**config.mk**
```make
export PLATFORM = sky130hd
export DESIGN_NAME = key_input_pio
export DESIGN_NICKNAME = d
export VERILOG_FILES = /design/src/rtl/key_input_pio.sv
export SDC_FILE = /design/constraint.sdc
export NUM_CORES = 1
export LEC_CHECK = 0
export ABC_CLOCK_PERIOD_IN_PS = 8200
export BUFFER_PORTS_ARGS = -buffer_cell sky130_fd_sc_hd__buf_2
export CORE_MARGIN = 8
export CORE_UTILIZATION = 30
export DETAILED_ROUTE_END_ITERATION = 16
export GPL_TIMING_DRIVEN = 0
export SYNTH_ARGS = -nofsm -noshare
export SYNTH_HDL_FRONTEND = slang
export SYNTH_SLANG_ARGS = --single-unit
```
**constraint.sdc**
```tcl
create_clock -name clk_clk -period 8.2 [get_ports clk_clk]
set_input_delay 1.23 -clock clk_clk [delete_from_list [all_inputs] [get_ports clk_clk]]
set_output_delay 1.23 -clock clk_clk [all_outputs]
set_load 0.02 [all_outputs]
```
**src/rtl/key_input_pio.sv**
```systemverilog
// key_input_pio: memory-mapped input port. Synchronises and debounces board
// key/switch lines, latches edges that leave the idle level, and presents
// data / irqmask / edgecapture / raw registers over a 32-bit Avalon-MM slave.
// The level interrupt is high while any captured edge is masked in.
module key_input_pio #(
   parameter int WIDTH           = 4,
   parameter int DEBOUNCE_CYCLES = 50000,
   parameter int IDLE_LEVEL      = 1
) (
   input  logic             clk_clk,
   input  logic             reset_reset,
   input  logic [1:0]       avs_address,
   input  logic             avs_read,
   input  logic             avs_write,
   input  logic [31:0]      avs_writedata,
   output logic [31:0]      avs_readdata,
   input  logic [WIDTH-1:0] keys_export,
   output logic             irq
);

   localparam int                CW       = $clog2(DEBOUNCE_CYCLES + 1);
   localparam logic [WIDTH-1:0]  IDLE_VEC = {WIDTH{(IDLE_LEVEL != 0)}};
   localparam logic [CW-1:0]     CNT_LAST = CW'(DEBOUNCE_CYCLES - 1);

   localparam logic [1:0] ADDR_DATA    = 2'd0;
   localparam logic [1:0] ADDR_IRQMASK = 2'd1;
   localparam logic [1:0] ADDR_EDGECAP = 2'd2;
   localparam logic [1:0] ADDR_RAW     = 2'd3;

   logic [WIDTH-1:0] sync1_reg;
   logic [WIDTH-1:0] sync2_reg;
   logic [WIDTH-1:0] debounced_reg;
   logic [WIDTH-1:0] debounced_next;
   logic [CW-1:0]    count_reg  [WIDTH];
   logic [CW-1:0]    count_next [WIDTH];

   logic [WIDTH-1:0] irqmask_reg;
   logic [WIDTH-1:0] edgecapture_reg;
   logic [WIDTH-1:0] edgecapture_next;
   logic [WIDTH-1:0] edge_set;
   logic [WIDTH-1:0] edge_clr;
   logic [31:0]      readdata_reg;
   logic [31:0]      readdata_next;

   // Only the low WIDTH bits of a write carry register contents.
   logic unused_wdata;
   assign unused_wdata = ^avs_writedata;

   // Per-bit debounce: a bit only changes after DEBOUNCE_CYCLES consecutive
   // samples that disagree with it; any agreeing sample restarts the count.
   // An edge is flagged on the same cycle the debounced bit leaves idle.
   genvar gi;
   generate
      for (gi = 0; gi < WIDTH; gi++) begin : g_bit
         assign count_next[gi] =
            ((sync2_reg[gi] == debounced_reg[gi]) || (count_reg[gi] == CNT_LAST))
               ? '0 : count_reg[gi] + CW'(1);
         assign debounced_next[gi] =
            ((sync2_reg[gi] != debounced_reg[gi]) && (count_reg[gi] == CNT_LAST))
               ? sync2_reg[gi] : debounced_reg[gi];
         assign edge_set[gi] = (debounced_reg[gi] == IDLE_VEC[gi]) &&
                               (debounced_next[gi] != IDLE_VEC[gi]);
      end
   endgenerate

   // Write-1-to-clear on edgecapture; a new edge in the same cycle wins.
   assign edge_clr = (avs_write && (avs_address == ADDR_EDGECAP))
                     ? avs_writedata[WIDTH-1:0] : '0;
   assign edgecapture_next = (edgecapture_reg & ~edge_clr) | edge_set;

   // Read mux over pre-write register values, zero-extended to the bus.
   always_comb begin
      readdata_next = readdata_reg;
      if (avs_read) begin
         unique case (avs_address)
            ADDR_DATA:    readdata_next = 32'(debounced_reg);
            ADDR_IRQMASK: readdata_next = 32'(irqmask_reg);
            ADDR_EDGECAP: readdata_next = 32'(edgecapture_reg);
            ADDR_RAW:     readdata_next = 32'(sync2_reg);
            default:      readdata_next = '0;
         endcase
      end
   end

   // Input synchroniser and debounce state.
   always_ff @(posedge clk_clk or posedge reset_reset) begin
      if (reset_reset) begin
         sync1_reg     <= IDLE_VEC;
         sync2_reg     <= IDLE_VEC;
         debounced_reg <= IDLE_VEC;
         for (int i = 0; i < WIDTH; i++) begin
            count_reg[i] <= '0;
         end
      end else begin
         sync1_reg     <= keys_export;
         sync2_reg     <= sync1_reg;
         debounced_reg <= debounced_next;
         for (int i = 0; i < WIDTH; i++) begin
            count_reg[i] <= count_next[i];
         end
      end
   end

   // Bus-visible registers: irqmask, edgecapture and the registered read data.
   always_ff @(posedge clk_clk or posedge reset_reset) begin
      if (reset_reset) begin
         irqmask_reg     <= '0;
         edgecapture_reg <= '0;
         readdata_reg    <= '0;
      end else begin
         if (avs_write && (avs_address == ADDR_IRQMASK)) begin
            irqmask_reg <= avs_writedata[WIDTH-1:0];
         end
         edgecapture_reg <= edgecapture_next;
         readdata_reg    <= readdata_next;
      end
   end

   assign avs_readdata = readdata_reg;
   assign irq          = |(edgecapture_reg & irqmask_reg);

endmodule

```
# Word-level counts from Yosys, hierarchy flattened
# Cells that the tools add are included.
[totals] reg_bits=116 inputBits=42 output_inout_bits=33 elab_cells=63
[classes] addsub=4 eq_ne=15 muxes=10 bitwise=8 n_reduce_logical=16
[op_table] operator="32-bit case mux with 4 select lines" count=1
[op_table] operator="16-bit by 1-bit adder with 16-bit output (second input constant)" count=4
[op_table] operator="16-bit == test (second input constant)" count=4
[op_table] operator="16-bit 2-to-1 mux" count=4
[op_table] operator="1-bit logical AND" count=10
[op_table] operator="4-bit AND" count=2
[op_table] operator="1-bit == test" count=4
[op_table] operator="2-bit == test (second input constant)" count=2
[op_table] operator="1-bit logical OR" count=4
[op_table] operator="1-bit 2-to-1 mux" count=4
[op_table] operator="4-bit 2-to-1 mux" count=1
[op_table] operator="1-bit inequality test" count=4
[op_table] operator="1-bit inverter" count=4
[op_table] operator="4-bit inverter" count=1
[op_table] operator="4-bit bitwise OR" count=1
[op_table] operator="4-bit OR reduction" count=1
[op_table] operator="2-bit by 1-bit == test with 1-bit output (second input constant)" count=1
[op_table] operator="2-bit logical NOT" count=1

# Longest topological paths before layout
[depth] ltp_word=6 ltp_mapped=6 depth_no_buf=5

# Worst setup path after synthesis
# No wires, ideal clock.
[synth_timing] path_type="input to register" startpoint="input port avs_address[0]" endpoint="register readdata_reg[0], in the netlist avs_readdata[0]" setup_time_ps=125 arrival_ps=2287 required_time_ps=8075 path_slack_ps=5788 stages=3 path_buffers=1 cell_sequence="clkbuf_1 mux4_2 mux2_2"
[synth_between] elab_chain_cells=2 word_cells_on_any_way=5 cone_classes="eq/ne: 3; mux: 1; reduce/logical: 1"
[synth_lines] element="start, declared" line_no="12" source="input logic [1:0] avs_address,"
[synth_lines] element="2-bit == test (tied with other cells)" line_no="75" source="unique case (avs_address)"
[synth_lines] element="32-bit case mux with 4 select lines (*)" line_no="75"
[synth_lines] element="end signal, assigned" line_no="115" source="readdata_reg <= readdata_next;"
[synth_lines] element="end, declared" line_no="42" source="logic [31:0] readdata_reg;"
# Every way passes the cells marked *; elsewhere a longest branch is shown, timed or not. The select of a mux whose other input is x is not followed.
# A chain may end at the register's enable or synchronous reset.

# Worst setup path after layout
[layout_timing] startpoint="register irqmask_reg[1]" endpoint="output port irq"
[layout_between] elab_chain_cells=2
[layout_lines] element="start, declared" line_no="37" source="logic [WIDTH-1:0] irqmask_reg;"
[layout_lines] element="start signal, assigned" line_no="112" source="irqmask_reg <= avs_writedata[WIDTH-1:0];"
[layout_lines] element="4-bit AND" line_no="120" source="assign irq = |(edgecapture_reg & irqmask_reg);"
[layout_lines] element="4-bit OR reduction" line_no="120"
[layout_lines] element="end, declared" line_no="18" source="output logic irq"
# No other way between the ends.

==> flow_metrics.env <==
export IMPL_slew_limit_headroom_pct=55.2
export IMPL_drc=0
export IMPL_cts_resized=0
export IMPL_min_from="sync1_reg[2]"
export IMPL_ioPinCount=75
export IMPL_final_area_um2=5100
export IMPL_clock_sinks=88
export IMPL_worstPathMaxFanout=3
export IMPL_yosysTopAreaCellShare_pct=43.8
export IMPL_hold_class="flop to flop"
export IMPL_fin_nets=514
export IMPL_syn_avg_cell_area_um2=10.5
export IMPL_synth_top_family_by_area="simple AND/OR/NAND/NOR gates"
export IMPL_synth_seq_area_share_pct=51.1
export IMPL_synthesis_instances=412
export IMPL_grt_pass1_vias=3039
export IMPL_placed_area_um2=4790
export IMPL_clock_latency_ns=0.33
export IMPL_numCtsBuffers=9
export IMPL_synth_compound_area_share_pct=2.82
export IMPL_drv_cap=0
export IMPL_whs_endpoint="sync2_reg[2]"
export IMPL_synthMuxAreaShare_pct=5.19
export IMPL_grt_overflow=0
export IMPL_grt_pass1_wl_um=14400
export IMPL_r2r_start="count_reg[0]"
export IMPL_setup_violations=0
export IMPL_num_fill_cells=1447
export IMPL_antenna_found_initial=1
export IMPL_drt_iter0_markers=158
export IMPL_cp_slowest_cell="dfrtp_1"
export IMPL_start_util_pct=30.3
export IMPL_path_cells="a22oi_1 > nand2_1 > buf_2"
export IMPL_synth_area_um2=4340
export IMPL_routed_via_density=4.62
export IMPL_tritoncts="built"
export IMPL_crit_path_start_kind="flop"
export IMPL_ys_ff_latch=88
export IMPL_synth_simple_area_share_pct=21.9
export IMPL_grt_max_degree=53
export IMPL_rsz0062_at_grt="no"
export IMPL_finalPower_uw=941
export IMPL_gp_congestion=0.828
export IMPL_leakagePower_nw=2.19
export IMPL_ff2ff_setup_slack_ns=5.97
export IMPL_cellPowerDensity_nw_per_um2=185
export IMPL_routed_wl_um=8360
export IMPL_fmax_ghz=0.399
export IMPL_ys_warnings_count=0
export IMPL_cpPeakStageDelay_ns=0.40
export IMPL_finalMaxSlewViolations=0
export IMPL_avgRoutedWirePerCell_um=12.7
export IMPL_std_cell_rows=44
export IMPL_critPathKind="flop to output port"
export IMPL_tightest_slew_ns=0.665
export IMPL_finClkSkew_ns=0.00703
export IMPL_cp_data_arrival_time_ns=1.28
export IMPL_r2r_worst_path_cells=5
export IMPL_rr_endpoint="count_reg[12]"
export IMPL_cts_hold_buf=0
export IMPL_synth_area_leaders="dfrtp_1, xnor2_1, dfstp_2"
export IMPL_port_buffers=17
export IMPL_grt_total_usage_pct=9.61
export IMPL_area_delta_synth_final_pct=17.3
export IMPL_cts_root_buf="clkbuf_16"
export IMPL_postRouteAntennaNets=0
export IMPL_die_h_um=136
export IMPL_chipWidth_um=136
export IMPL_vdd_drop_max_mv=0.0887
export IMPL_finalHoldViolCount=0
export IMPL_vias=3034
export IMPL_drtPass1Iterations=4
export IMPL_finalSetupTns_ns=0
export IMPL_min_period_ns=2.51
export IMPL_yosys_area_top_type="dfrtp_1"
export IMPL_status="complete, no violations"
export IMPL_fin_crit_sh_pct=30.6
export IMPL_largest_register_ffs=64
export IMPL_die_area_um2=18600
export IMPL_synthXorXnorAreaFrac_pct=11.1
export IMPL_cts_max_level=3
export IMPL_clk_pin_slew_ns=0.06
export IMPL_drive_gt1_share_pct=20.5
export IMPL_num_antenna_cells=0
export IMPL_crit_path_end_kind="output port"
export IMPL_cts_setup_buffers=0
export IMPL_hold_depth=0
export IMPL_required_ns=6.97
export IMPL_core_um2=14300
export IMPL_synth_cell_types=41
export IMPL_dp_hpwl_um=6050
export IMPL_clockBufferDepth=2
export IMPL_synth_fa_ha_area_share_pct=1.15
==> stage by stage <==
step / hold slack (ns) / cells / util [%] / setup WS (ns)
detailed placement: 0.347 / 641 / 33.5 / 5.69
floorplan: 0.345 / 439 / - / 4.71
global placement: 0.347 / 640 / 33.3 / 3.71
CTS: 0.356 / 657 / 35.6 / 5.69
finish: 0.355 / 657 / 35.6 / 5.69
global route: 0.359 / 657 / 35.6 / 5.65
==> layer usage <==
| layer | share of wire [%] | GRT usage (%) | vias to the layer above | wire [um] |
|---|---|---|---|---|
| met5 | 0.14 | 0 | - | 12 |
| met4 | 1.8 | 3.97 | 2 | 147 |
| met3 | 6.3 | 2.88 | 16 | 529 |
| met2 | 44 | 14.6 | 68 | 3700 |
| met1 | 47 | 12.4 | 1469 | 3970 |
| li1 | - | - | 1479 | - |
==> critical path: cells and delay by family, from the launching register on <==
family / cells / cell delay (ns)
DFF: 1 / 0.40
AOI/OAI and AO/OA: 1 / 0.24
buffers and inverters: 1 / 0.18
and+or+nand+nor: 1 / 0.13
==> synth_stat cells (all sizes together) <==
cell    count
mux4        4
a31o        1
xor2       14
xnor2      41
nor4bb      6
buf        28
nor3b       3
nand4b      3
and3        6
mux2       12
conb        1
o21ai       2
a32o        1
o31ai       2
a22oi       2
nor3       13
nand3      18
and4        1
nor4       15
or3         2
a21o        3
dfstp      12
nand4      15
or4         3
nor4b       3
ha          4
nand3b      2
o41ai       1
clkbuf      7
a21oi       5
inv        15
nor2       67
and2        2
nand2      22
dfrtp      76
==> power breakdown <==
part / internal, mW / total (mW) / switching (mW) / leakage [nW]
combinational: 0.0277 / 0.0683 / 0.0406 / 0.879
clock: 0.245 / 0.414 / 0.168 / 0.145
sequential: 0.449 / 0.459 / 0.0101 / 1.16
==> worst max path at each step <==
stage	startpoint	end	slack (ns)	depth (start not counted)
after CTS	irqmask_reg[1]	irq	5.69	3
after global placement	reset_reset	count_reg[60]	3.71	2
after global routing	irqmask_reg[1]	irq	5.65	3
after floorplan	reset_reset	avs_readdata[0]	4.71	1
after detailed placement	avs_address[0]	avs_readdata[0]	5.69	3
final	irqmask_reg[1]	irq	5.69	3
==> layout by cell type, fill, tap and decap left out, types with 9 or more instances in the layout <==
master,instances
dfrtp_1,76
nand3_1,18
inv_1,14
xnor2_1,41
mux2_2,10
xor2_1,14
nand4_1,13
nor3_1,13
buf_4,28
dfstp_2,12
clkbuf_16,9
nor4_1,15
nor2_1,67
nand2_1,19
conb_1,28
buf_2,17
==> cell type report <==
type                       count  area (um2)  share of cell area [%]
buffer                        35         236                    4.64
clock buffer                  10         239                    4.69
clock inverter                 6        67.6                    1.33
inverter                      15        58.8                    1.15
multi-input combinational    301        1930                    38.0
sequential                    88        2220                    43.5
tap                          184         230                    4.52
timing repair buffer          18         113                    2.21
==> logic make-up (layout without fill, tap and decap cells) <==
logic type | Yosys count | count (layout)
adders and majority gates | 4 | 4
other | 1 | 28
AOI/OAI and AO/OA | 17 | 17
buffers and inverters | 50 | 84
xor gates and xnor gates | 55 | 55
DFF | 88 | 88
and+or+nand+nor | 181 | 181
muxes | 16 | 16
(Power assumes the default switching activity.)
